File: src/rtl/truth_table_sweeper.sv
// truth_table_sweeper: walks every input combination of an N_IN-input
// Boolean function, samples f_in after a settle delay, builds the minterm
// mask and compares it against a latched expected mask.
// Optional macro GRAY_ORDER_EN: present combinations in Gray-code order
// (results are still indexed by the binary value presented on stim).

module truth_table_sweeper #(
  parameter int N_IN   = 3,
  parameter int SETTLE = 1
) (
  input  logic                 clk,
  input  logic                 reset,
  input  logic                 start,
  input  logic [2**N_IN-1:0]   expected,
  input  logic                 f_in,
  output logic [N_IN-1:0]      stim,
  output logic                 busy,
  output logic                 done,
  output logic [2**N_IN-1:0]   minterms,
  output logic [N_IN:0]        ones_count,
  output logic                 mismatch,
  output logic [N_IN-1:0]      first_err_idx
);

  localparam int NCOMB = 2**N_IN;
  // settle counter counts 0..SETTLE-1 while in HOLD
  localparam int CW = (SETTLE > 1) ? $clog2(SETTLE) : 1;
  localparam logic [CW-1:0] SETTLE_LAST = CW'((SETTLE > 0) ? SETTLE - 1 : 0);

  typedef enum logic [1:0] {IDLE, HOLD, SAMPLE, DONE} state_t;

  state_t             state_q, state_d;
  logic [N_IN-1:0]    idx_q, idx_d;
  logic [CW-1:0]      cnt_q, cnt_d;
  logic [NCOMB-1:0]   exp_q, exp_d;
  logic [N_IN-1:0]    stim_q, stim_d;
  logic               busy_q, busy_d;
  logic               done_q, done_d;
  logic [NCOMB-1:0]   minterms_q, minterms_d;
  logic [N_IN:0]      ones_q, ones_d;
  logic               mism_q, mism_d;
  logic [N_IN-1:0]    ferr_q, ferr_d;

  // Presentation order of the sweep: binary by default, Gray when enabled.
  function automatic logic [N_IN-1:0] order(input logic [N_IN-1:0] i);
`ifdef GRAY_ORDER_EN
    return i ^ (i >> 1);
`else
    return i;
`endif
  endfunction

  function automatic logic [N_IN:0] popcount(input logic [NCOMB-1:0] m);
    logic [N_IN:0] c;
    c = '0;
    for (int i = 0; i < NCOMB; i++) c = c + {{N_IN{1'b0}}, m[i]};
    return c;
  endfunction

  // Lowest set bit of the difference vector; 0 when nothing differs.
  function automatic logic [N_IN-1:0] lowest_set(input logic [NCOMB-1:0] d);
    logic [N_IN-1:0] r;
    r = '0;
    for (int i = NCOMB - 1; i >= 0; i--) begin
      if (d[i]) r = N_IN'(i);
    end
    return r;
  endfunction

  // Next-state and result computation for the sweep sequencer.
  always_comb begin
    state_d    = state_q;
    idx_d      = idx_q;
    cnt_d      = cnt_q;
    exp_d      = exp_q;
    stim_d     = stim_q;
    busy_d     = busy_q;
    done_d     = done_q;
    minterms_d = minterms_q;
    ones_d     = ones_q;
    mism_d     = mism_q;
    ferr_d     = ferr_q;
    case (state_q)
      IDLE: begin
        if (start) begin
          exp_d      = expected;
          minterms_d = '0;
          ones_d     = '0;
          mism_d     = 1'b0;
          ferr_d     = '0;
          idx_d      = '0;
          cnt_d      = '0;
          busy_d     = 1'b1;
          stim_d     = order('0);
          state_d    = (SETTLE == 0) ? SAMPLE : HOLD;
        end
      end
      HOLD: begin
        if (cnt_q == SETTLE_LAST) begin
          state_d = SAMPLE;
        end else begin
          cnt_d = cnt_q + 1'b1;
        end
      end
      SAMPLE: begin
        minterms_d[stim_q] = f_in;
        if (idx_q == '1) begin
          state_d = DONE;
          done_d  = 1'b1;
          busy_d  = 1'b0;
          ones_d  = popcount(minterms_d);
          mism_d  = (minterms_d != exp_q);
          ferr_d  = lowest_set(minterms_d ^ exp_q);
        end else begin
          idx_d   = idx_q + 1'b1;
          stim_d  = order(idx_q + 1'b1);
          cnt_d   = '0;
          state_d = (SETTLE == 0) ? SAMPLE : HOLD;
        end
      end
      DONE: begin
        done_d  = 1'b0;
        state_d = IDLE;
      end
      default: state_d = IDLE;
    endcase
  end

  // State and result registers with synchronous reset.
  always_ff @(posedge clk) begin
    if (reset) begin
      state_q    <= IDLE;
      idx_q      <= '0;
      cnt_q      <= '0;
      exp_q      <= '0;
      stim_q     <= '0;
      busy_q     <= 1'b0;
      done_q     <= 1'b0;
      minterms_q <= '0;
      ones_q     <= '0;
      mism_q     <= 1'b0;
      ferr_q     <= '0;
    end else begin
      state_q    <= state_d;
      idx_q      <= idx_d;
      cnt_q      <= cnt_d;
      exp_q      <= exp_d;
      stim_q     <= stim_d;
      busy_q     <= busy_d;
      done_q     <= done_d;
      minterms_q <= minterms_d;
      ones_q     <= ones_d;
      mism_q     <= mism_d;
      ferr_q     <= ferr_d;
    end
  end

  assign stim          = stim_q;
  assign busy          = busy_q;
  assign done          = done_q;
  assign minterms      = minterms_q;
  assign ones_count    = ones_q;
  assign mismatch      = mism_q;
  assign first_err_idx = ferr_q;

endmodule

File: config.mk
export PLATFORM = sky130hd
export DESIGN_NAME = truth_table_sweeper
export DESIGN_NICKNAME = d
export VERILOG_FILES = /design/src/rtl/truth_table_sweeper.sv
export SDC_FILE = /design/constraint.sdc
export NUM_CORES = 1
export LEC_CHECK = 0
export ABC_AREA = 1
export BUFFER_PORTS_ARGS = -buffer_cell sky130_fd_sc_hd__buf_2
export CORE_AREA = 3 3 70 72
export DETAILED_ROUTE_END_ITERATION = 16
export DIE_AREA = 0 0 73 75
export PLACE_DENSITY = 0.65
export SYNTH_ARGS = -nofsm -noshare
export SYNTH_HDL_FRONTEND = slang
export SYNTH_SLANG_ARGS = --single-unit
File: constraint.sdc
create_clock -name clk -period 4 [get_ports clk]
set_input_delay 0.6 -clock clk [delete_from_list [all_inputs] [get_ports clk]]
set_output_delay 0.6 -clock clk [all_outputs]
set_load 0.1 [all_outputs]
After elaboration in Yosys (flattened, before gate mapping)
Index checks and enable logic that the tools add are counted.

storage, ports and cells
  flip-flop bits (word level) = 32
  bits in latches = 0
  bits in writable memories = 0
  memory bits (read-only) = 0
  input port bits = 12
  logic and storage cells = 79
  memories = 0

cells by class
  add/subtract/negate cells = 9
  multipliers = 0
  div/mod/pow operators = 0
  $lt $le $gt $ge = 2
  eq/ne operators = 9
  shift operators = 0
  muxes and demuxes = 36
  bitwise logic cells = 1
  reduce and logical (&&, ||, !) cells = 12

operator list
  operator                                            count
  2-to-1 mux 3 bit                                    11
  adder 4 x 1 -> 4 bit                                4
  case mux 8 bit (2 select lines)                     1
  case mux 3 bit (2 select lines)                     2
  AND reduction 3 bit                                 3
  bitwise mux 8 bit                                   1
  2-to-1 mux 1 bit                                    8
  2-to-1 mux 4 bit                                    2
  2-to-1 mux 8 bit                                    1
  inequality test 2 bit, second input constant        4
  inequality test 8 bit                               1
  case mux 2 bit (4 select lines)                     1
  case mux 4 bit (2 select lines)                     1
  AND reduction 2 bit                                 4
  XOR 8 bit                                           1
  2-to-1 mux 2 bit                                    3
  case mux 1 bit (2 select lines)                     3
  adder 3 x 1 -> 4 bit                                1
  == test 2 bit, second input constant                2
  < comparator 3 x 4 -> 1 bit, second input constant  1
  nonzero test 2 bit                                  2
  adder 2 x 1 -> 3 bit                                1
  adder 3 x 1 -> 3 bit, second input constant         1
  demux 1 bit (select 3 bit)                          1
  9 further kinds                                     9

Depth between registers and ports, before layout
Gate-level depths: netlist (run 1).

  depth after elaboration = 16
  gate-level depth with buffers = 17
  mapped depth without buffers = 16

Worst setup path before layout (run 1)
OpenSTA, ideal clock, no wires.

  path type = register -> register
  start point = register stim_q[1], in the netlist stim[1]
  end point = register ones_q[1], in the netlist ones_count[1]
  data arrival time = 4.189 ns
  data required time = 3.929 ns
  path slack = -0.260 ns
  cell stages (with the launch flop) = 16
  clock period less this slack = 4.260 ns
  cell sequence = dfxtp_1 buf_4 nand3_2 nand2_1 o21ai_4 fa_1 inv_1 fa_1 inv_1 fa_1 inv_1 ha_1 inv_1 fa_1 or2_2 a21oi_1

on the way
  cells in the longest elaborated chain, start to end = 14
  elaborated cells on any way between the ends = 18
  classes of those cells = add/sub: 7; order compare: 2; eq/ne: 2; mux: 5; reduce/logical: 2

ends and longest elaborated chain
  element                                                                                                          line  text
  from (decl)                                                                                                      36    logic [N_IN-1:0] stim_q, stim_d;
  from (signal assigned)                                                                                           148   stim_q <= stim_d;
  < comparator 3 x 4 -> 1 bit (implied by the code) or greater-or-equal comparator 3 x 1 -> 1 bit (tied branches)  106   minterms_d[stim_q] = f_in;
  logical AND 1 bit (implied by the code)                                                                          106
  2-to-1 mux 1 bit (implied by the code)                                                                           106
  demux 1 bit (select 3 bit)                                                                                       106
  bitwise mux 8 bit                                                                                                106
  adder 1 x 1 -> 2 bit                                                                                             56    for (int i = 0; i < NCOMB; i++) c = c + {{N_IN{1'b0}}, m[i]};
  adder 2 x 1 -> 3 bit                                                                                             56
  adder 3 x 1 -> 4 bit                                                                                             56
  adder 4 x 1 -> 4 bit (4 in a row)                                                                                56
  2-to-1 mux 4 bit                                                                                                 107   if (idx_q == '1) begin
  case mux 4 bit (2 select lines)                                                                                  83    case (state_q)
  to (signal assigned)                                                                                             152   ones_q <= ones_d;
  to (decl)                                                                                                        40    logic [N_IN:0] ones_q, ones_d;

Parallel ways exist; a longest one is shown, timed or not. The select of a mux whose other input is x is not followed.
A chain may end at the register's enable or synchronous reset.

Worst setup path after layout (run 1)
  start point = register stim_q[2], in the netlist stim[2]
  end point = register ones_q[1], in the netlist ones_count[1]

The elaborated chain is that of the path after synthesis.

==> metrics.txt, run 1 <==
vias in the first global route ~1500; Final min period 3.64 ns; WL/cell about 12 µm; Clock power frac 0.309; setup bufs post-CTS 0; port bufs 32; clock transition at the registers of the reported paths about 0.060 ns; Tot Pwr 0.718 mW; Mapped Cells 233; maximum clock path buffer count 2; Pins Over Slew Limit 0; post-route ant nets 0; FFs w/ async S/R, synth 0; max-cap violation count 0; initial core utilization 0.396; routed vias about 1500; routing usage on met3 0.0374; Util after Layout 0.459; Place WS 0.319 ns; Sw Share 0.323; DRT Pass-1 Iters 6; Final setup viols 0; RSZ-0062 raised after global routing false; Final Skew roughly 0.0036 ns; CP max stage cell fa_1; Detailed Place HPWL approximately 3.0 mm; layout cell share with drive strength beyond 1 0.242; Synth Register Bits 31; sequential share of power 0.470; grt peak-use layer met2; Worst path top cell family by delay adder cells; Critical Path Max Stage Delay between 0.5 and 0.6 ns; number of buffers created by CTS 5; routability congestion estimate 0.853; met1 Use GR 0.189; clock root buffer master clkbuf_8; Worst slew margin 0.670; worst-margin pin slew just under 0.5 ns; post-route setup slack approximately 0.36 ns; most used cell, CP inv_1; H-tree depth 2; data arrival time of the worst path 3.85 ns; Net Switching approximately 0.23 mW; row count 24; WS Path Type flip-flop to flip-flop; initial drt markers 86; CP required between 4 and 5 ns; Die Wd ~73 µm; Die H 75 µm; final hold slack roughly 0.46 ns; maximum fanout along the worst path 14; DRT Wirelength around 3.9 mm; Synth cell types 33; Synth Net Count around 250; # nets final ~290; initial antenna violation count 0; CORE AREA around 0.0044 mm²; endpoint class of the critical path flip-flop; # fillers around 450; Final Hold Fails 0; Pwr per Cell Area between 300 and 400 mW/mm²; first-pass GRT wire length about 6.5 mm; Avg Vias per Cell 4.84; status completed; Synth Flop Type dfxtp_1; CTS tree yes; die area approximately 0.0055 mm²; Yosys warnings 0; cts repair resizes 0; Hold Path Class flip-flop to flip-flop; Internal Power approximately 0.49 mW; Critical Path, Cell by Cell inv_1 -> nand3_2 -> nand2_1 -> o21ai_4 -> fa_1 -> inv_1 -> fa_1 -> inv_1 -> fa_1 -> inv_1 -> ha_1 -> inv_1 -> fa_1 -> or2_2 -> a21oi_1; met2 usage 0.254; Logic pwr share 0.221; CP startpoint kind flip-flop; num ports 33; Avg Synthesized Cell Area approximately 7.4 µm²; post-synth design cell area around 0.0017 mm²; CP Buf/Inv Count 5; register area share after synthesis 0.360; EDFF count, synth 0; Setup Total Neg Slack 0 ns; Final Cycle Share 0.909; Hold Buf Count CTS 0; gr usage total 0.158; Leak 0.919 nW; # DRC 0; Max rail drop VDD approximately 0.17 mV; Worst-Skew Late Latency 0.28 ns; GRT Residual Overflow 0; synthesis-to-finish area growth 15.9%; n_diodes 0; # clock sinks 31; fmax approximately 270 MHz; largest net degree at the start of global routing 23
[final timing paths]
kind,start,slack [ns],cells after the start,endpoint
max reg2reg,stim[2],0.36,15,ones_count[1]
min reg2reg,first_err_idx[2],0.46,2,first_err_idx[2]
min,first_err_idx[2],0.46,2,first_err_idx[2]
max,stim[2],0.36,15,ones_count[1]
[per-stage QoR]
| stage | std cells | cell area, µm² |
|---|---|---|
| 4_1_cts | 317 | 2000 |
| 2_1_floorplan | 233 | 1730 |
| 6_report | 317 | 2000 |
| 5_1_grt | 317 | 2000 |
| 3_5_place_dp | 311 | 1930 |
| 3_3_place_gp | 311 | 1930 |
[power groups by stage]
stage / registers (mW) / clock network (mW) / logic (mW)
after global placement: 0.344 / 0 / 0.158
after global routing: 0.340 / 0.237 / 0.181
final: 0.337 / 0.222 / 0.159
after floorplan: 0.368 / 0 / 0.101
after detailed placement: 0.344 / 0 / 0.159
after CTS: 0.337 / 0.228 / 0.160
[state kept, by name, summed over array words and instances, names as in the netlist]
register,count
busy,1
state_q,2
ones_count,4
minterms,8
stim,3
first_err_idx,3
done,1
exp_q,8
mismatch,1
[area by class of cell]
type	instances	area [µm²]	area share
Multi-Input combinational cell	164	950	0.475
Tap cell	52	65.1	0.0326
Timing Repair Buffer	33	168	0.0839
Sequential cell	31	624	0.312
Clock buffer	6	72.6	0.0363
Inverter	31	119	0.0595
[worst reg2reg max path, delay by kind of cell (launching register included)]
family | cells | cell delay (ns)
buffers and inverters | 5 | 0.35
adders and majority gates | 5 | 2.09
AOI/OAI and AO/OA | 2 | 0.19
DFF | 1 | 0.40
and+or+nand+nor | 3 | 0.52
[cell usage after synthesis, drive strengths merged, types with 3 or more instances]
cell	n	area, µm²
a21oi	24	124
buf	3	20.0
clkbuf	4	15.0
dfxtp	31	621
fa	4	80.1
ha	5	62.6
inv	31	119
nand2	55	209
nand3	20	115
nand4	6	43.8
nor2	20	85.1
o21ai	15	105
or2	3	18.8
xor2	4	35.0
[cells in the final DEF (no fill, tap or decap), types with 2 or more instances in the layout]
master / n
or2_2: 3
fa_1: 4
dfxtp_1: 28
nand2_1: 54
clkbuf_8: 5
o21ai_0: 10
nand4_1: 5
xor2_1: 4
buf_2: 32
dfxtp_2: 3
nand3_1: 17
inv_1: 25
o21ai_2: 2
a211oi_1: 2
nand3_2: 3
a21oi_1: 23
nor2_1: 18
o21ai_4: 2
inv_2: 5
ha_1: 5
[routing by layer]
metal / routed length [µm] / vias up
li1: - / 817
met1: 1780 / 663
met2: 1760 / 43
met3: 206 / 10
met4: 125 / 0
met5: 0 / -
[kinds of logic (layout without fill, tap and decap cells)]
family / count (synthesis) / in the layout / share of synthesized area
DFF: 31 / 31 / 0.360
xor gates and xnor gates: 6 / 6 / 0.0348
buffers and inverters: 38 / 70 / 0.0893
adders and majority gates: 9 / 9 / 0.0827
AOI/OAI and AO/OA: 42 / 42 / 0.147
and+or+nand+nor: 107 / 107 / 0.287
No activity file was read; power rests on OpenSTA's default activity.
==> inputs of run 2 (changes only) <==
Settings changed: PLACE_DENSITY 0.65 to 0.71.
==> run 2 against run 1 <==
Critical path depth unchanged. Clock-buffer cell count increased by 1. Die area unchanged. Via count increased by 1.2%. Largest cell class unchanged. Design area increased by 0.44%. First-iteration DRC count decreased by 9.3%. Highest routed layer unchanged. Core utilization increased by 0.20 points. Clock power increased by 5%.
==> metrics.txt, run 2 (synthesis results as in run 1) <==
largest net degree at the start of global routing 23 (unchanged); most common cell after layout, fill and taps aside nand2_1 (unchanged); CP Buf/Inv Count 5 (unchanged); Worst slew margin 0.675 (was 0.670); post-route setup slack 0.388 ns (was 0.362 ns); number of buffers created by CTS 5 (unchanged); DRT Wirelength 3.58 mm (was 3.87 mm); final instance area 0.00201 mm² (was 0.00200 mm²); n_diodes 0 (unchanged); Max rail drop VDD 0.170 mV (was 0.174 mV); DRT Pass-1 Iters 4 (was 6); # nets final 287 (unchanged); Pwr per Cell Area 363 mW/mm² (was 359 mW/mm²); Final Hold Fails 0 (unchanged); vias in the first global route 1440 (was 1484); cts repair resizes 0 (unchanged); row count 24 (unchanged); Hold Path Class flip-flop to flip-flop (unchanged); commonest non-fill, non-tap cells in the layout nand2_1 (54), buf_2 (32), dfxtp_1 (28), inv_1 (25), a21oi_1 (23) (unchanged); Final setup viols 0 (unchanged); fmax 277 MHz (was 275 MHz); endpoint class of the critical path flip-flop (unchanged); clock transition at the registers of the reported paths 0.06 ns (about the same); max-cap violation count 0 (unchanged); clock root buffer master clkbuf_8 (unchanged); Avg Vias per Cell 4.86 (was 4.84); Final Cycle Share 0.903 (was 0.909); Final min period 3.61 ns (was 3.64 ns); maximum fanout along the worst path 14 (unchanged); # DRC 0 (unchanged); synthesis-to-finish area growth 16.4% (was 15.9%); die area 0.00548 mm² (unchanged); WL/cell 11.2 µm (was 12.2 µm); R2R Setup Slk 0.39 ns (was 0.36 ns); # clock sinks 31 (unchanged); Worst-Skew Late Latency 0.28 ns (about the same); WS Path Type flip-flop to flip-flop (unchanged); CORE AREA 0.00435 mm² (unchanged); Setup Total Neg Slack 0 ns (unchanged); first-pass GRT wire length 6.23 mm (was 6.53 mm); CP max stage cell fa_1 (unchanged); Critical Path, Cell by Cell inv_1 -> nand3_2 -> nand2_1 -> o21ai_4 -> fa_1 -> inv_1 -> fa_1 -> inv_1 -> fa_1 -> inv_1 -> ha_1 -> inv_1 -> fa_1 -> or2_2 -> a21oi_1 (unchanged); H-tree depth 2 (unchanged); CP required 4.22 ns (was 4.21 ns); setup bufs post-CTS 0 (unchanged); initial core utilization 0.396 (unchanged); post-route ant nets 0 (unchanged); routed vias 1551 (was 1533); data arrival time of the worst path 3.83 ns (was 3.85 ns); Final Skew 0.00318 ns (was 0.00356 ns); Die H 75 µm (unchanged); status completed (unchanged); layout cell share with drive strength beyond 1 0.243 (was 0.242); gr usage total 0.151 (was 0.158); Leak 0.924 nW (was 0.919 nW); Pins Over Slew Limit 0 (unchanged); Place WS 0.315 ns (was 0.319 ns); Die Wd 73 µm (unchanged); CTS tree yes (unchanged); CP startpoint kind flip-flop (unchanged); num ports 33 (unchanged); RSZ-0062 raised after global routing false (unchanged); Detailed Place HPWL 2.84 mm (was 2.95 mm); port bufs 32 (unchanged); maximum clock path buffer count 2 (unchanged); initial drt markers 78 (was 86); initial antenna violation count 0 (unchanged); most used cell, CP inv_1 (unchanged); Hold Buf Count CTS 0 (unchanged); Worst path top cell family by delay adder cells (unchanged); placed cell areas 0.00193 mm² (unchanged); routability congestion estimate 0.817 (was 0.853); Critical Path Max Stage Delay 0.54 ns (about the same); GRT Residual Overflow 0 (unchanged); worst-margin pin slew 0.491 ns (was 0.494 ns)
-- run 2: changes by cell type in the layout (fill, tap and decap cells not counted), sizes merged --
cell    change
clkinv      +1
clkbuf      +1
-- run 2: tightest hold or removal path: stages, from the launching register on --
cell     delay (ns)
dfxtp_1        0.31
nand2_1        0.06
a21oi_1        0.05
-- run 2: power breakdown --
group / switching, mW / leakage, nW / internal (mW) / total, mW
Clock: 0.111 / 0.0422 / 0.122 / 0.233
Sequential: 0.0144 / 0.254 / 0.323 / 0.337
Combinational: 0.111 / 0.628 / 0.0474 / 0.158
-- run 2: worst paths after layout --
check                              startpoint            end  depth (start not counted)
worst max-delay path                  stim[2]  ones_count[1]                         15
worst min-delay path            ones_count[0]  ones_count[0]                          2
worst max register to register        stim[2]  ones_count[1]                         15
worst min register to register  ones_count[0]  ones_count[0]                          2
-- run 2: through the flow --
stage	std cells	utilization	total power [mW]	hold slack, ns
final	319	0.461	0.728	0.458
after global routing	319	0.461	0.775	0.485
after CTS	319	0.461	0.740	0.463
after detailed placement	311	0.442	0.503	0.455
after global placement	311	0.442	0.501	0.448
after floorplan	233	-	0.469	0.444
-- run 2: area by class of cell --
type                    instances  area (µm²)
clock inverters                 1        5.00
fillers                       442        2350
inverters                      31         119
multi-input cells             164         950
well taps                      52        65.1
repair buffers                 33         168
clock buffers                   7        76.3
flip-flops and latches         31         624
-- run 2: routing by layer --
layer,up-vias,part of all wire,track usage
li1,820,-,-
met1,690,0.45,0.181
met2,32,0.46,0.241
met3,9,0.066,0.0534
met4,0,0.022,0.0717
met5,-,0,0
==> inputs of run 3 (changes only) <==
Settings changed: GPL_TIMING_DRIVEN from default to 0.
==> run 3 against run 2 <==
Wire length rose by 11%. Clock-buffer cell count did not move. Via count fell by 0.19%. Non-clock buffer count rose by 6. Power rose by 1.6%. First-iteration DRC count rose by 10%. Worst hold slack improved by 0.0037 ns. Design area rose by 1.4%. Largest cell class unchanged.
==> metrics.txt, run 3 (synthesis results as in run 1) <==
CP required 4.22 ns (about the same); Net Switching 0.245 mW (was 0.237 mW); Clock power frac 0.322 (was 0.320); Pins Over Slew Limit 0 (unchanged); Tot Pwr 0.740 mW (was 0.728 mW); Hold Path Class flip-flop to flip-flop (unchanged); Die Wd 73 µm (unchanged); Critical Path, Cell by Cell buf_4 -> nand3_2 -> nand2_1 -> o21ai_4 -> fa_1 -> inv_1 -> fa_1 -> inv_1 -> fa_1 -> inv_1 -> ha_1 -> inv_1 -> fa_1 -> or2_2 -> a21oi_1 (was inv_1 -> nand3_2 -> nand2_1 -> o21ai_4 -> fa_1 -> inv_1 -> fa_1 -> inv_1 -> fa_1 -> inv_1 -> ha_1 -> inv_1 -> fa_1 -> or2_2 -> a21oi_1); row count 24 (unchanged); data arrival time of the worst path 3.87 ns (was 3.83 ns); die area 0.00548 mm² (unchanged); CORE AREA 0.00435 mm² (unchanged); routability congestion estimate 0.820 (was 0.817); CP startpoint kind flip-flop (unchanged); synthesis-to-finish area growth 18.0% (was 16.4%); endpoint class of the critical path flip-flop (unchanged); met1 Use GR 0.201 (was 0.181); Final Cycle Share 0.912 (was 0.903); CP max stage cell fa_1 (unchanged); # nets final 293 (was 287); GRT Residual Overflow 0 (unchanged); # clock sinks 31 (unchanged); vias in the first global route 1448 (was 1440); n_diodes 0 (unchanged); number of buffers created by CTS 5 (unchanged); RSZ-0062 raised after global routing false (unchanged); initial antenna violation count 0 (unchanged); maximum clock path buffer count 2 (unchanged); Worst slew margin 0.641 (was 0.675); clock transition at the registers of the reported paths 0.07 ns (was 0.06 ns); largest net degree at the start of global routing 11 (was 23); Place WS 0.269 ns (was 0.315 ns); DRT Wirelength 3.95 mm (was 3.58 mm); register area 624 µm² (unchanged); maximum fanout along the worst path 10 (was 14); initial drt markers 86 (was 78); post-route setup slack 0.354 ns (was 0.388 ns); num ports 33 (unchanged); sequential share of power 0.449 (was 0.463); # DRC 0 (unchanged); Final Hold Fails 0 (unchanged); WL/cell 12.2 µm (was 11.2 µm); port bufs 32 (unchanged); cts repair resizes 0 (unchanged); Worst path top cell family by delay adder cells (unchanged); met2 usage 0.263 (was 0.241); Max rail drop VDD 0.169 mV (was 0.170 mV); status completed (unchanged); max-cap violation count 0 (unchanged); Setup Total Neg Slack 0 ns (unchanged); Detailed Place HPWL 3.02 mm (was 2.84 mm); # fillers 442 (unchanged); most common cell after layout, fill and taps aside nand2_1 (unchanged); DRT Pass-1 Iters 4 (unchanged); Avg Vias per Cell 4.76 (was 4.86); post-route ant nets 0 (unchanged); first-pass GRT wire length 6.74 mm (was 6.23 mm); Worst-Skew Late Latency 0.29 ns (was 0.28 ns); worst-margin pin slew 0.539 ns (was 0.491 ns); WS Path Type flip-flop to flip-flop (unchanged); grt peak-use layer met2 (unchanged); Hold Buf Count CTS 0 (unchanged); layout cell share with drive strength beyond 1 0.245 (was 0.243); Internal Power 0.494 mW (was 0.492 mW); CP Buf/Inv Count 5 (unchanged); initial core utilization 0.396 (unchanged); Final setup viols 0 (unchanged); area of the multi-input gates 950 µm² (unchanged); Pwr per Cell Area 364 mW/mm² (was 363 mW/mm²); final hold slack 0.461 ns (was 0.458 ns); H-tree depth 2 (unchanged); Leak 0.940 nW (was 0.924 nW); routing usage on met3 0.0481 (was 0.0534); Sw Share 0.332 (was 0.325); Critical Path Max Stage Delay 0.54 ns (about the same); Final Skew 0.00883 ns (was 0.00318 ns); clock root buffer master clkbuf_8 (unchanged); routed vias 1548 (was 1551); fmax 274 MHz (was 277 MHz); commonest non-fill, non-tap cells in the layout nand2_1 (54), buf_2 (33), dfxtp_1 (28), inv_1 (25), a21oi_1 (23) (was nand2_1 (54), buf_2 (32), dfxtp_1 (28), inv_1 (25), a21oi_1 (23)); setup bufs post-CTS 0 (unchanged); Final min period 3.65 ns (was 3.61 ns); CTS tree yes (unchanged); Logic pwr share 0.230 (was 0.217); gr usage total 0.166 (was 0.151); Die H 75 µm (unchanged)
run 3: area by class of cell:
type / count / area share
Timing Repair Buffer: 32 / 0.0787
Sequential cell: 31 / 0.307
Multi-Input combinational cell: 164 / 0.467
Clock inverter: 1 / 0.00246
Buffer: 7 / 0.0172
Clock buffer: 7 / 0.0375
Inverter: 31 / 0.0584
Tap cell: 52 / 0.0320
run 3: power by group through the flow:
stage	logic, mW	clock network (mW)	registers [mW]
6_report	0.170	0.238	0.332
4_1_cts	0.171	0.249	0.332
5_1_grt	0.193	0.258	0.334
3_3_place_gp	0.166	0	0.339
2_1_floorplan	0.101	0	0.368
3_5_place_dp	0.170	0	0.339
run 3: worst reg2reg max path, cell delays in order (launching register included):
cell and delay (ns):
dfxtp_2 0.35, buf_4 0.18, nand3_2 0.12, nand2_1 0.12
o21ai_4 0.08, fa_1 0.54, inv_1 0.05, fa_1 0.48
inv_1 0.05, fa_1 0.50, inv_1 0.04, ha_1 0.19
inv_1 0.07, fa_1 0.41, or2_2 0.30, a21oi_1 0.11
run 3: metrics by stage:
stage,utilization,instance area [µm²],std cells
4_1_cts,0.467,2030,325
2_1_floorplan,-,1730,233
3_3_place_gp,0.449,1950,317
5_1_grt,0.467,2030,325
6_report,0.467,2030,325
3_5_place_dp,0.449,1950,317
run 3: path summary, 6_finish.rpt:
check / to / start / slack [ns] / cells past startpoint
worst max-delay path: ones_count[1] / stim[1] / 0.35 / 15
worst max register to register: ones_count[1] / stim[1] / 0.35 / 15
worst min-delay path: ones_count[0] / ones_count[0] / 0.46 / 2
worst min register to register: ones_count[0] / ones_count[0] / 0.46 / 2
run 3: routing by layer:
layer  up-vias  wire length [µm]
li1        827                 -
met1       671              1730
met2        42              1860
met3         8               261
met4         0               103
met5         -                 0
